<file path="src/rtl/slave_out_port.sv">
// Bit-serial transmit stage: buffers parallel words in a small FIFO and, on a read
// instruction, streams burst_num+1 words LSB first using a valid/ready word handshake.
module slave_out_port #(
  parameter int unsigned DATA_LEN   = 8,
  parameter int unsigned BURST_LEN  = 12,
  parameter int unsigned FIFO_DEPTH = 4
) (
  input  logic                 clk,
  input  logic                 reset_n,
  input  logic [1:0]           instruction,
  input  logic [BURST_LEN-1:0] burst_num,
  input  logic [DATA_LEN-1:0]  din,
  input  logic                 din_valid,
  output logic                 din_ready,
  output logic                 tx_data,
  output logic                 slave_valid,
  input  logic                 master_ready,
  output logic                 busy,
  output logic                 tx_done
);

  localparam int unsigned PTR_W = $clog2(FIFO_DEPTH);
  localparam int unsigned CNT_W = PTR_W + 1;
  localparam int unsigned BIT_W = $clog2(DATA_LEN);
  localparam logic [1:0]  INSTR_READ = 2'b11;

  typedef enum logic [2:0] {IDLE, LOAD, HANDSHAKE, SHIFT, DONE} state_t;

  // ---------------- word FIFO ----------------
  logic [DATA_LEN-1:0] mem [FIFO_DEPTH];
  logic [PTR_W-1:0]    wr_ptr, rd_ptr;
  logic [CNT_W-1:0]    count;
  logic                full, empty, push, pop;
  logic [DATA_LEN-1:0] head;

  assign full      = (count == CNT_W'(FIFO_DEPTH));
  assign empty     = (count == '0);
  // Ready comes from the registered count only, so a pop cannot open a slot for a same-cycle push.
  assign din_ready = !full;
  assign push      = din_valid && !full;
  assign head      = mem[rd_ptr];

  // NOTE: storage array has no reset; flushing is done by clearing pointers and count.
  always_ff @(posedge clk) begin
    if (push) mem[wr_ptr] <= din;
  end

  always_ff @(posedge clk or negedge reset_n) begin
    if (!reset_n) begin
      wr_ptr <= '0;
      rd_ptr <= '0;
      count  <= '0;
    end else begin
      if (push) wr_ptr <= wr_ptr + PTR_W'(1);
      if (pop)  rd_ptr <= rd_ptr + PTR_W'(1);
      case ({push, pop})
        2'b10:   count <= count + CNT_W'(1);
        2'b01:   count <= count - CNT_W'(1);
        default: count <= count;
      endcase
    end
  end

  // ---------------- transmit FSM ----------------
  state_t               state, state_next;
  logic [DATA_LEN-1:0]  shift_reg, shift_reg_next;
  logic [BIT_W-1:0]     bit_cnt, bit_cnt_next;
  logic [BURST_LEN-1:0] word_cnt, word_cnt_next;
  logic [BURST_LEN-1:0] burst_lim, burst_lim_next;
  logic                 tx_data_next, slave_valid_next, busy_next;

  // NOTE: state and datapath registers use non-blocking assignment only.
  always_ff @(posedge clk or negedge reset_n) begin
    if (!reset_n) begin
      state       <= IDLE;
      shift_reg   <= '0;
      bit_cnt     <= '0;
      word_cnt    <= '0;
      burst_lim   <= '0;
      tx_data     <= 1'b0;
      slave_valid <= 1'b0;
      busy        <= 1'b0;
    end else begin
      state       <= state_next;
      shift_reg   <= shift_reg_next;
      bit_cnt     <= bit_cnt_next;
      word_cnt    <= word_cnt_next;
      burst_lim   <= burst_lim_next;
      tx_data     <= tx_data_next;
      slave_valid <= slave_valid_next;
      busy        <= busy_next;
    end
  end

  // NOTE: every signal gets a default first, so no path can infer a latch.
  always_comb begin
    state_next       = state;
    shift_reg_next   = shift_reg;
    bit_cnt_next     = bit_cnt;
    word_cnt_next    = word_cnt;
    burst_lim_next   = burst_lim;
    tx_data_next     = tx_data;
    slave_valid_next = 1'b0;
    busy_next        = busy;
    pop              = 1'b0;

    unique case (state)
      IDLE: begin
        if (instruction == INSTR_READ) begin
          burst_lim_next = burst_num;
          word_cnt_next  = '0;
          busy_next      = 1'b1;
          state_next     = LOAD;
        end
      end

      LOAD: begin
        if (!empty) begin
          pop              = 1'b1;
          shift_reg_next   = head;
          tx_data_next     = head[0];
          slave_valid_next = 1'b1;
          state_next       = HANDSHAKE;
        end
      end

      HANDSHAKE: begin
        slave_valid_next = 1'b1;
        if (master_ready) begin
          // Bit 0 is taken by the master on this edge; present bit 1 next.
          tx_data_next     = shift_reg[1];
          shift_reg_next   = shift_reg >> 1;
          bit_cnt_next     = BIT_W'(1);
          slave_valid_next = 1'b0;
          state_next       = SHIFT;
        end
      end

      SHIFT: begin
        if (bit_cnt != BIT_W'(DATA_LEN - 1)) begin
          tx_data_next   = shift_reg[1];
          shift_reg_next = shift_reg >> 1;
          bit_cnt_next   = bit_cnt + BIT_W'(1);
        end else begin
          bit_cnt_next = '0;
          // Equality compare lets burst_num = all-ones send 2^BURST_LEN words.
          if (word_cnt == burst_lim) begin
            state_next = DONE;
          end else begin
            word_cnt_next = word_cnt + BURST_LEN'(1);
            state_next    = LOAD;
          end
        end
      end

      DONE: begin
        busy_next  = 1'b0;
        state_next = IDLE;
      end

      default: state_next = IDLE;
    endcase
  end

  assign tx_done = (state == DONE);

endmodule

</file>
<file path="config.mk">
export PLATFORM = sky130hd
export DESIGN_NAME = slave_out_port
export DESIGN_NICKNAME = d
export VERILOG_FILES = /design/src/rtl/slave_out_port.sv
export SDC_FILE = /design/constraint.sdc
export NUM_CORES = 1
export LEC_CHECK = 0
export CAP_MARGIN = 5
export CORE_MARGIN = 3
export CORE_UTILIZATION = 45
export CTS_CLUSTER_DIAMETER = 40
export DETAILED_ROUTE_END_ITERATION = 8
export PLACE_DENSITY = 0.67
export SYNTH_ARGS = -nofsm -noshare
export SYNTH_HDL_FRONTEND = slang
export SYNTH_SLANG_ARGS = --single-unit
export TNS_END_PERCENT = 5
</file>
<file path="constraint.sdc">
create_clock -name clk -period 4.5 [get_ports clk]
set_input_delay 1.125 -clock clk [delete_from_list [all_inputs] [get_ports clk]]
set_output_delay 1.125 -clock clk [all_outputs]
set_load 0.02 [all_outputs]
</file>
==> results of run 1 <==
-- placed cells by master, fill, tap and decap left out, drive strengths merged, types with 4 or more instances in the layout --
| cell type | Yosys | routed |
|---|---|---|
| a21oi | 5 | 5 |
| a31oi | 7 | 7 |
| and3 | 7 | 7 |
| clkbuf | 4 | 10 |
| clkdlybuf4s50 | 0 | 29 |
| dfrtp | 47 | 47 |
| edfxtp | 32 | 32 |
| ha | 8 | 8 |
| inv | 12 | 13 |
| mux2i | 6 | 6 |
| mux4 | 8 | 8 |
| nand2 | 66 | 66 |
| nand3 | 8 | 8 |
| nand4 | 5 | 5 |
| nor2 | 15 | 15 |
| o211ai | 4 | 4 |
| o21ai | 8 | 8 |
| o31ai | 4 | 4 |
| or3 | 4 | 4 |
| xnor2 | 15 | 15 |
-- final cells by class --
class,count,share of cell area [%]
Clock buffer,10,3.04
Clock inverter,6,1.70
Inverter,12,1.07
Multi-Input combinational cell,202,33.1
Sequential cell,79,51.0
Tap cell,102,3.04
Timing Repair Buffer,30,7.04
-- path summary, 6_finish.rpt --
check                                           from                   endpoint  slack (ns)  depth (start not counted)
setup / recovery                state[0]$_DFFE_PN0P_                    tx_done        1.45                          3
hold / removal             burst_lim[10]$_DFFE_PN0P_  burst_lim[10]$_DFFE_PN0P_        0.50                          2
setup reg to reg                state[1]$_DFFE_PN0P_       count[2]$_DFFE_PN0P_        2.32                          9
hold reg to reg            burst_lim[10]$_DFFE_PN0P_  burst_lim[10]$_DFFE_PN0P_        0.50                          2
max in group asynchronous                    reset_n  burst_lim[10]$_DFFE_PN0P_        2.90                          1
min in group asynchronous                    reset_n    word_cnt[0]$_DFFE_PN0P_        0.96                          1
-- critical path: stages (launching register included) --
cell and delay [ns]:
dfrtp_1 0.50, inv_1 0.26, and3_1 0.23, clkdlybuf4s50_1 0.61
-- where the power goes --
group          leakage [uW]  internal (uW)  switching, uW
clock network     0.0000931            260            263
registers          0.000872            997            216
logic              0.000714            430            466
total               0.00168           1690            945
-- metal layers --
metal,global-route usage [%],routed length (um)
met1,20.0,2950
met2,28.6,3450
met3,5.47,283
met4,4.74,63
met5,0,0
-- per-stage QoR --
step,area (um2),setup WS (ns),utilization [%],total power (uW),std cells
2_1_floorplan,3660,2.12,-,1900,307
3_3_place_gp,3990,1.62,51.2,2090,425
3_5_place_dp,3990,1.55,51.2,2130,425
4_1_cts,4190,1.40,53.7,2670,441
5_1_grt,4190,1.31,53.7,2840,441
6_report,4190,1.45,53.7,2630,441
-- kinds of logic after synthesis --
| kind of cell | count (synthesis) | synth area share [%] |
|---|---|---|
| AOI/OAI and AO/OA | 39 | 8.04 |
| xor gates and xnor gates | 18 | 4.31 |
| adders and majority gates | 9 | 3.28 |
| buffers and inverters | 26 | 3.59 |
| DFF | 79 | 58.4 |
| muxes | 14 | 6.57 |
| and+or+nand+nor | 122 | 15.8 |
==> out/qor.txt, run 1 <==
Status: finished clean
N_diodes: 0
DR vias: 2,297
Std cell rows: 32
FMAX: 327 MHz
WP data arrival: 1.93 ns
Post-route DRC: 0
Via density: 5.21
Final Hold Fails: 0
Yosys warnings: 0
Maximum VDD drop: 304 uV
Starting Density: 46.8%
Synth-to-layout area growth: 14.6%
Netlist cell types: 48
TritonCTS clock tree: done
Setup bufs post-CTS: 0
Die area: 0.00924 mm2
PortBufs: 30
Pre-antenna DRT Iters: 4
WL final: 6760 um
H-tree Lvls: 3
Synth Cell Area: 0.00366 mm2
Register area: 0.00214 mm2
Initial antenna violation count: 0
Critical path fanouts, max: 10
Data required, critical path: 3.38 ns
Clock tree buffer depth: 2
Clk_lat worst skew: 0.35 ns
Mapped Cells: 307
Number of global-route vias before repair: 2,419
Power Density: 628 mW/mm2
Final Slew Violations: 0
Post-detail-place hpwl: 4710 um
Avg Synthesized Cell Area: 11.9 um2
Period minus WS final: 3.05 ns
Top reg by flops: mem
Most common cell in the netlist: nand2_1
Main synth FF type: dfrtp_1
FFs w/ async S/R, synth: 59.5%
CTS clk-pin slew, worst paths: 0.08 ns
Largest net degree at the start of global routing: 48
Num Clock Sinks: 79
Top post-synthesis cells by area: dfrtp_1, edfxtp_1, nand2_1, mux4_2, xnor2_1
Worst setup SP type: flip-flop
Synth top area share: 32.2%
CTS Hold Bufs: 0
Max cap viols: 0
Area of the multi-input gates: 0.00139 mm2
Global-route usage over all layers: 16.7%
Mapped Nets: 342
CP Capture Type: output pin
Largest register FFs: 32
Hold WS: 0.503 ns
Slew margin rel.: 30.3%
Routed WL per cell: 15.3 um
Final setup fails: 0
Hold Crit Class: flip-flop to flip-flop
Kind of critical path: flip-flop to output pin
Placeable Area: 0.00781 mm2
Nets: 369
Most frequent cells after synthesis: nand2_1, dfrtp_1, edfxtp_1
DRT iter0 DRCs: 148
Worst Skew: 0.0129 ns
Chip Height: 96.2 um
# IOs: 31
Cell leakage power: 0.00168 uW
First-pass GRT wire length: 11,600 um
Die X: 96.2 um
Setup_tns: 0 ns
Synthesized flop and latch total: 79
Grt total ovfl: 0
Post-route clock period utilization: 67.9%
Fill cells: 680
Worst-margin pin slew: 1.04 ns
Regs by FF count: mem (32), burst_lim (12), word_cnt (12)
Share of cells above drive strength 1: 9.73%
Final GP Congestion: 0.777
Number of synthesized flops with an enable pin: 32
Num CTS Buffers: 9
Post-CTS Resized: 0
Antenna-violating nets left: 0
Area leader, netlist: dfrtp_1
Root buffer cell: clkbuf_8
RSZ-0062 raised after global routing: no
Sequential cell area fraction in the yosys report: 58.4%
Power figures use the tool's default switching activity.
==> run 2: changes to the inputs <==
clock period = 2.9 ns   (was 4.5 ns; I/O delays follow)
==> run 2 against run 1 <==
  * Sequential power rose by 55%
  * Design area rose by 0.75%
  * Largest cell class unchanged
  * Register-to-register slack got worse by 1.6 ns
  * Cell count rose by 0.68%
  * Critical path type unchanged
  * Setup slack got worse by 1.2 ns
  * Largest power group unchanged
  * Clock skew fell by 0.0015 ns
  * Combinational power rose by 55%
  * Count of clock-buffer cells in the layout fell by 1
  * First-iteration DRC count fell by 32%
==> out/qor.txt, run 2 (synthesis results as in run 1) <==
Status: finished clean (unchanged)
TritonCTS clock tree: done (unchanged)
Pre-antenna DRT Iters: 4 (unchanged)
Chip Height: 96.2 um (unchanged)
Commonest cells after routing, fill and taps aside: nand2_1, dfrtp_1, edfxtp_1 (unchanged)
Top delay family on crit path: buffers and inverters (unchanged)
Placeable Area: 0.00781 mm2 (unchanged)
Setup_tns: 0 ns (unchanged)
Root buffer cell: clkbuf_8 (unchanged)
Largest net degree at the start of global routing: 25 (was 48)
Fill cells: 670 (was 680)
Slowest-stage cell, CP: clkdlybuf4s50_1 (unchanged)
Slew margin rel.: 43.1% (was 30.3%)
Number of cells on the critical path: 3 (unchanged)
Largest register FFs: 32 (unchanged)
Clk_lat worst skew: 0.35 ns (about the same)
Delay of the slowest critical-path stage: 0.61 ns (about the same)
Share of cells above drive strength 1: 10.8% (was 9.73%)
Std cell rows: 32 (unchanged)
Worst setup SP type: flip-flop (unchanged)
Critical path startpoint: state[0]$_DFFE_PN0P_ (unchanged)
Seq pwr share: 45.6% (was 46.1%)
Nets: 372 (was 369)
DRT iter0 DRCs: 100 (was 148)
FMAX: 375 MHz
# IOs: 31 (unchanged)
H-tree Lvls: 3 (unchanged)
PortBufs: 30 (unchanged)
CP cell instances: inv_1, and3_1, clkdlybuf4s50_1 (unchanged)
Regs by FF count: mem (32), burst_lim (12), word_cnt (12) (unchanged)
Comb power frac: 33.8% (was 34.0%)
WL final: 6620 um (was 6760 um)
Final Hold Fails: 0 (unchanged)
Commonest non-fill, non-tap cell in the layout: nand2_1 (unchanged)
CTS clk-pin slew, worst paths: 0.08 ns (about the same)
Final Slew Violations: 0 (unchanged)
Switching power: 1490 uW (was 945 uW)
RSZ-0062 raised after global routing: no (unchanged)
Worst Skew: 0.0113 ns (was 0.0129 ns)
Antenna-violating nets left: 0 (unchanged)
Cell leakage power: 0.00170 uW (was 0.00168 uW)
Num CTS Buffers: 9 (unchanged)
Initial antenna violation count: 0 (unchanged)
R2R Setup Slk: 0.70 ns (was 2.32 ns)
Final setup fails: 0 (unchanged)
Worst-margin pin slew: 0.854 ns (was 1.04 ns)
WP data arrival: 1.94 ns (was 1.93 ns)
CP Capture Type: output pin (unchanged)
Power Density: 975 mW/mm2 (was 628 mW/mm2)
Max cap viols: 0 (unchanged)
Kind of critical path: flip-flop to output pin (unchanged)
Grt total ovfl: 0 (unchanged)
Post-CTS Resized: 0 (unchanged)
Post-detail-place hpwl: 4660 um (was 4710 um)
Post-route clock period utilization: 92.0%
Data required, critical path: 2.17 ns (was 3.38 ns)
Synth-to-layout area growth: 15.5% (was 14.6%)
CTS Hold Bufs: 0 (unchanged)
Period minus WS final: 2.67 ns
Hold Crit Class: input port to asynchronous set/reset pin (was flip-flop to flip-flop)
Clk pwr share: 20.6% (was 19.9%)
Die area: 0.00924 mm2 (unchanged)
Routed WL per cell: 14.9 um (was 15.3 um)
R2R Path End: count[2]$_DFFE_PN0P_ (unchanged)
Post-route DRC: 0 (unchanged)
Critical path fanouts, max: 10 (unchanged)
First-pass GRT wire length: 10,900 um (was 11,600 um)
Final GP Congestion: 0.800 (was 0.777)
Clock tree buffer depth: 2 (unchanged)
CP bufs+invs: 2 (unchanged)
N_diodes: 0 (unchanged)
Number of global-route vias before repair: 2,304 (was 2,419)
Setup bufs post-CTS: 0 (unchanged)
Top reg by flops: mem (unchanged)
Starting Density: 46.8% (unchanged)
Maximum VDD drop: 453 uV (was 304 uV)
DR vias: 2,321 (was 2,297)
Num Clock Sinks: 79 (unchanged)
Crit Reg-Reg Startpoint: state[1]$_DFFE_PN0P_ (unchanged)
Finished Core Util: 54.1% (was 53.7%)
Via density: 5.23 (was 5.21)
Worst R2R Path Depth: 9 (unchanged)
Internal: 2630 uW (was 1690 uW)
CP Capture Point: tx_done (unchanged)
Global-route usage over all layers: 15.7% (was 16.7%)
Switching share of power: 36.1% (was 35.9%)
Die X: 96.2 um (unchanged)
==> run 2: cell type report <==
type                            instances  area (um2)  area share (%)
Sequential cell                        79        2140            50.6
Multi-Input combinational cell        202        1390            32.9
Timing Repair Buffer                   33         318            7.52
Tap cell                              102         128            3.02
Clock buffer                            9         124            2.93
Clock inverter                          7        83.8            1.98
Inverter                               12        45.0            1.07
==> run 2: power groups by stage <==
| stage | registers [uW] | clock network (uW) | logic, uW |
|---|---|---|---|
| floorplan | 1760 | 0 | 1190 |
| global placement | 1890 | 0 | 1360 |
| detailed placement | 1910 | 0 | 1400 |
| CTS | 1880 | 882 | 1410 |
| global route | 1940 | 924 | 1580 |
| finish | 1880 | 850 | 1390 |
==> run 2: worst reg2reg max path, stage by stage, from the launching register on <==
cell	delay (ns)
dfrtp_1	0.48
inv_1	0.13
o311ai_2	0.16
nor2_1	0.28
ha_1	0.24
inv_1	0.06
fa_1	0.37
xor2_1	0.15
nor2_1	0.11
xor2_1	0.16
==> run 2: how the worst min path moves through the flow <==
stage / to / from / depth (start not counted)
after detailed placement: burst_lim[3]$_DFFE_PN0P_ / burst_lim[3]$_DFFE_PN0P_ / 2
after floorplan: bit_cnt[0]$_DFFE_PN0P_ / reset_n / 0
after global placement: burst_lim[8]$_DFFE_PN0P_ / burst_lim[8]$_DFFE_PN0P_ / 2
after CTS: slave_valid$_DFF_PN0_ / reset_n / 1
final: word_cnt[2]$_DFFE_PN0P_ / reset_n / 1
after global routing: slave_valid$_DFF_PN0_ / reset_n / 1
==> run 2: through the flow <==
step,hold slack [ns],setup slack [ns],power [uW],area (um2),instances
2_1_floorplan,0.429,0.772,2950,3660,307
3_3_place_gp,0.482,0.415,3260,4020,428
3_5_place_dp,0.488,0.342,3310,4020,428
4_1_cts,0.233,0.199,4170,4220,444
5_1_grt,0.247,0.130,4440,4220,444
6_report,0.251,0.233,4120,4220,444
==> run 2: metal layers <==
metal / vias to the layer above / share of wire (%) / wire length (um) / GRT usage (%)
met3: 12 / 4.0 / 265 / 4.93
met2: 39 / 49 / 3250 / 26.3
met1: 1130 / 45 / 2970 / 18.7
met5: - / 0 / 0 / 0
li1: 1140 / - / - / -
met4: 0 / 2.0 / 129 / 6.04
==> run 3: changes to the inputs <==
ABC_AREA = 1   (was not set)
PLACE_DENSITY = 0.66   (was 0.67)
==> run 3 against run 2 <==
  * Count of clock-buffer cells in the layout unchanged
  * Sequential cell count did not move
  * Total power shrank 0.46%
  * First-iteration DRC count is 3.0% higher
  * Synthesized area rose by 4.7%
  * Cell count rose by 26%
  * Clock power fell by 5.5%
  * Setup slack improved by 0.020 ns
  * Fmax increased by 0.75%
  * Via count is 20% higher
  * Critical path type unchanged
  * Highest routed layer unchanged
==> out/qor.txt, run 3 <==
Num Clock Sinks: 79 (unchanged)
Setup bufs post-CTS: 0 (unchanged)
Final Slew Violations: 0 (unchanged)
Post-route DRC: 0 (unchanged)
Clk pwr share: 19.6% (was 20.6%)
RSZ-0062 raised after global routing: no (unchanged)
Avg Synthesized Cell Area: 9.22 um2 (was 11.9 um2)
Most frequent cells after synthesis: nand2_1, nor2_1, dfrtp_1 (was nand2_1, dfrtp_1, edfxtp_1)
Kind of critical path: flip-flop to output pin (unchanged)
Mapped Cells: 415 (was 307)
Delay of the slowest critical-path stage: 0.61 ns (about the same)
Sequential cell area fraction in the yosys report: 55.8% (was 58.4%)
DR vias: 2,779 (was 2,321)
First-pass GRT wire length: 13,000 um (was 10,900 um)
Number of synthesized flops with an enable pin: 32 (unchanged)
WP data arrival: 1.92 ns (was 1.94 ns)
Post-Route M1 WL: 3300 um (was 2970 um)
Top delay family on crit path: buffers and inverters (unchanged)
Synth-to-layout area growth: 15.9% (was 15.5%)
Via density: 4.96 (was 5.23)
FMAX: 378 MHz (was 375 MHz)
Share of cells above drive strength 1: 7.91% (was 10.8%)
CP Capture Type: output pin (unchanged)
Maximum VDD drop: 470 uV (was 453 uV)
Final GP Congestion: 0.862 (was 0.800)
Clk_lat worst skew: 0.37 ns (was 0.35 ns)
Clock tree buffer depth: 2 (unchanged)
Worst Skew: 0.0114 ns (was 0.0113 ns)
Netlist cell types: 33 (was 48)
Largest family of logic cells by synthesized area: simple AND/OR/NAND/NOR gates (unchanged)
Post-CTS Resized: 0 (unchanged)
Die X: 98.2 um (was 96.2 um)
Antenna-violating nets left: 0 (unchanged)
Register area: 0.00214 mm2 (unchanged)
Data required, critical path: 2.17 ns (about the same)
Fill cells: 765 (was 670)
Critical path fanouts, max: 6 (was 10)
Root buffer cell: clkbuf_8 (unchanged)
Final Hold Fails: 0 (unchanged)
# IOs: 31 (unchanged)
WL final: 7260 um (was 6620 um)
Num CTS Buffers: 9 (unchanged)
N_diodes: 0 (unchanged)
FFs w/ async S/R, synth: 59.5% (unchanged)
PortBufs: 30 (unchanged)
Main synth FF type: dfrtp_1 (unchanged)
Adder-Cell Fraction of Synth Area: 3.14% (was 3.28%)
Period minus WS final: 2.65 ns (was 2.67 ns)
Status: finished clean (unchanged)
Uppermost routed layer: met4 (unchanged)
Switching power: 1650 uW (was 1490 uW)
Critical Path Most Common Cell: nor2_1
Slew margin rel.: 56.7% (was 43.1%)
CP bufs+invs: 2 (unchanged)
H-tree Lvls: 3 (unchanged)
Worst-margin pin slew: 0.647 ns (was 0.854 ns)
Number of global-route vias before repair: 2,810 (was 2,304)
Placeable Area: 0.00826 mm2 (was 0.00781 mm2)
Switching share of power: 40.3% (was 36.1%)
Top reg by flops: mem (unchanged)
Xor and xnor area share after synthesis: 2.97% (was 4.31%)
Commonest non-fill, non-tap cell in the layout: nand2_1 (unchanged)
Starting Density: 46.3% (was 46.8%)
Grt total ovfl: 0 (unchanged)
Hold Crit Class: input port to asynchronous set/reset pin (unchanged)
Post-route clock period utilization: 91.3% (was 92.0%)
CTS clk-pin slew, worst paths: 0.09 ns (was 0.08 ns)
Dpl cells: 544 (was 428)
Internal: 2450 uW (was 2630 uW)
Finished Layout Cells: 560 (was 444)
Synth top area share: 30.7% (was 32.2%)
Chip Height: 98.2 um (was 96.2 um)
Comb power frac: 37.2% (was 33.8%)
Yosys warnings: 0 (unchanged)
Slowest-stage cell, CP: clkdlybuf4s50_1 (unchanged)
Worst setup SP type: flip-flop (unchanged)
Area of the multi-input gates: 0.00146 mm2 (was 0.00139 mm2)
CP cell instances: nor2_1, inv_1, nor2_1, clkdlybuf4s50_1 (was inv_1, and3_1, clkdlybuf4s50_1)
Met2 WL post-DR: 3440 um (was 3250 um)
Post-Synth Simple-Gate Area: 21.4% (was 15.8%)
Die area: 0.00965 mm2 (was 0.00924 mm2)
Area leader, netlist: dfrtp_1 (unchanged)
Final setup fails: 0 (unchanged)
Routed met3 length: 356 um (was 265 um)
Post-detail-place hpwl: 5090 um (was 4660 um)
Commonest cells after routing, fill and taps aside: nand2_1, nor2_1, dfrtp_1 (was nand2_1, dfrtp_1, edfxtp_1)
Cell leakage power: 0.00193 uW (was 0.00170 uW)
Mapped Nets: 450 (was 342)
CTS Hold Bufs: 0 (unchanged)
Setup_tns: 0 ns (unchanged)
Seq pwr share: 43.2% (was 45.6%)
Top post-synthesis cells by area: dfrtp_1, edfxtp_1, nand2_1, nor2_1, inv_1 (was dfrtp_1, edfxtp_1, nand2_1, mux4_2, xnor2_1)
Synthesized flop and latch total: 79 (unchanged)
Routed WL per cell: 13.0 um (was 14.9 um)
Nets: 485 (was 372)
TritonCTS clock tree: done (unchanged)
Power Density: 924 mW/mm2 (was 975 mW/mm2)
Global-route usage over all layers: 16.6% (was 15.7%)
Initial antenna violation count: 0 (unchanged)
Largest register FFs: 32 (unchanged)
Largest net degree at the start of global routing: 48 (was 25)
Max cap viols: 0 (unchanged)
Multiplexer area fraction after synthesis: 2.75% (was 6.57%)
DRT iter0 DRCs: 103 (was 100)
Synth Cell Area: 0.00383 mm2 (was 0.00366 mm2)
Most common cell in the netlist: nand2_1 (unchanged)
Synth Area in Compound Gates: 7.85% (was 8.04%)
Pre-antenna DRT Iters: 4 (unchanged)
Regs by FF count: mem (32), burst_lim (12), word_cnt (12) (unchanged)
Std cell rows: 33 (was 32)
[run 3: cell types whose count changed in the layout (fill, tap and decap cells not counted), sizes merged, moves of 9 or more]
cell | before | now
xnor2 | 15 | 6
nand3 | 8 | 19
nor2 | 15 | 67
a21oi | 5 | 15
o21ai | 8 | 30
inv | 17 | 53
nand2 | 66 | 96
[run 3: final timing paths]
kind | start | end | slack [ns] | cells after the start
setup / recovery | state[0]$_DFFE_PN0P_ | tx_done | 0.25 | 4
hold / removal | reset_n | burst_lim[1]$_DFFE_PN0P_ | 0.32 | 2
hold reg to reg | shift_reg[1]$_DFFE_PN0P_ | shift_reg[1]$_DFFE_PN0P_ | 0.49 | 2
min in group clk | shift_reg[1]$_DFFE_PN0P_ | shift_reg[1]$_DFFE_PN0P_ | 0.49 | 2
max in group asynchronous | reset_n | shift_reg[6]$_DFFE_PN0P_ | 2.34 | 2
setup reg to reg | state[2]$_DFFE_PN0P_ | count[2]$_DFFE_PN0P_ | 0.75 | 9
[run 3: cell type report]
type / instances / share of cell area [%]
clock inverters: 7 / 1.50
multi-input cells: 279 / 32.9
clock buffers: 9 / 2.79
repair buffers: 35 / 7.79
flip-flops and latches: 79 / 48.2
well taps: 105 / 2.96
inverters: 46 / 3.89
[run 3: per-layer routing]
| metal | track usage (%) | up-vias |
|---|---|---|
| met5 | 0 | - |
| met4 | 7.46 | 0 |
| met3 | 3.93 | 14 |
| met2 | 27.7 | 57 |
| met1 | 20.6 | 1287 |
| li1 | - | 1421 |
[run 3: power groups by stage]
stage | sequential (uW) | combinational, uW | clock [uW]
after floorplan | 1690 | 1250 | 0
after global placement | 1780 | 1480 | 0
after detailed placement | 1790 | 1540 | 0
after CTS | 1770 | 1550 | 836
after global routing | 1810 | 1780 | 878
final | 1770 | 1530 | 803
[run 3: metrics by stage]
stage | area [um2] | hold slack (ns) | util [%] | total power [uW] | setup slack, ns
finish | 4440 | 0.322 | 53.7 | 4100 | 0.253
global route | 4440 | 0.337 | 53.7 | 4470 | 0.136
CTS | 4440 | 0.329 | 53.7 | 4160 | 0.241
detailed placement | 4250 | 0.466 | 51.4 | 3340 | 0.422
global placement | 4250 | 0.465 | 51.4 | 3260 | 0.451
floorplan | 3830 | 0.429 | - | 2940 | 0.879
[run 3: cell families after synthesis]
family,after synthesis
fa+ha+maj,9
simple gates,194
compound gates,53
xor+xnor,13
mux,10
buf+inv,57
flops,79
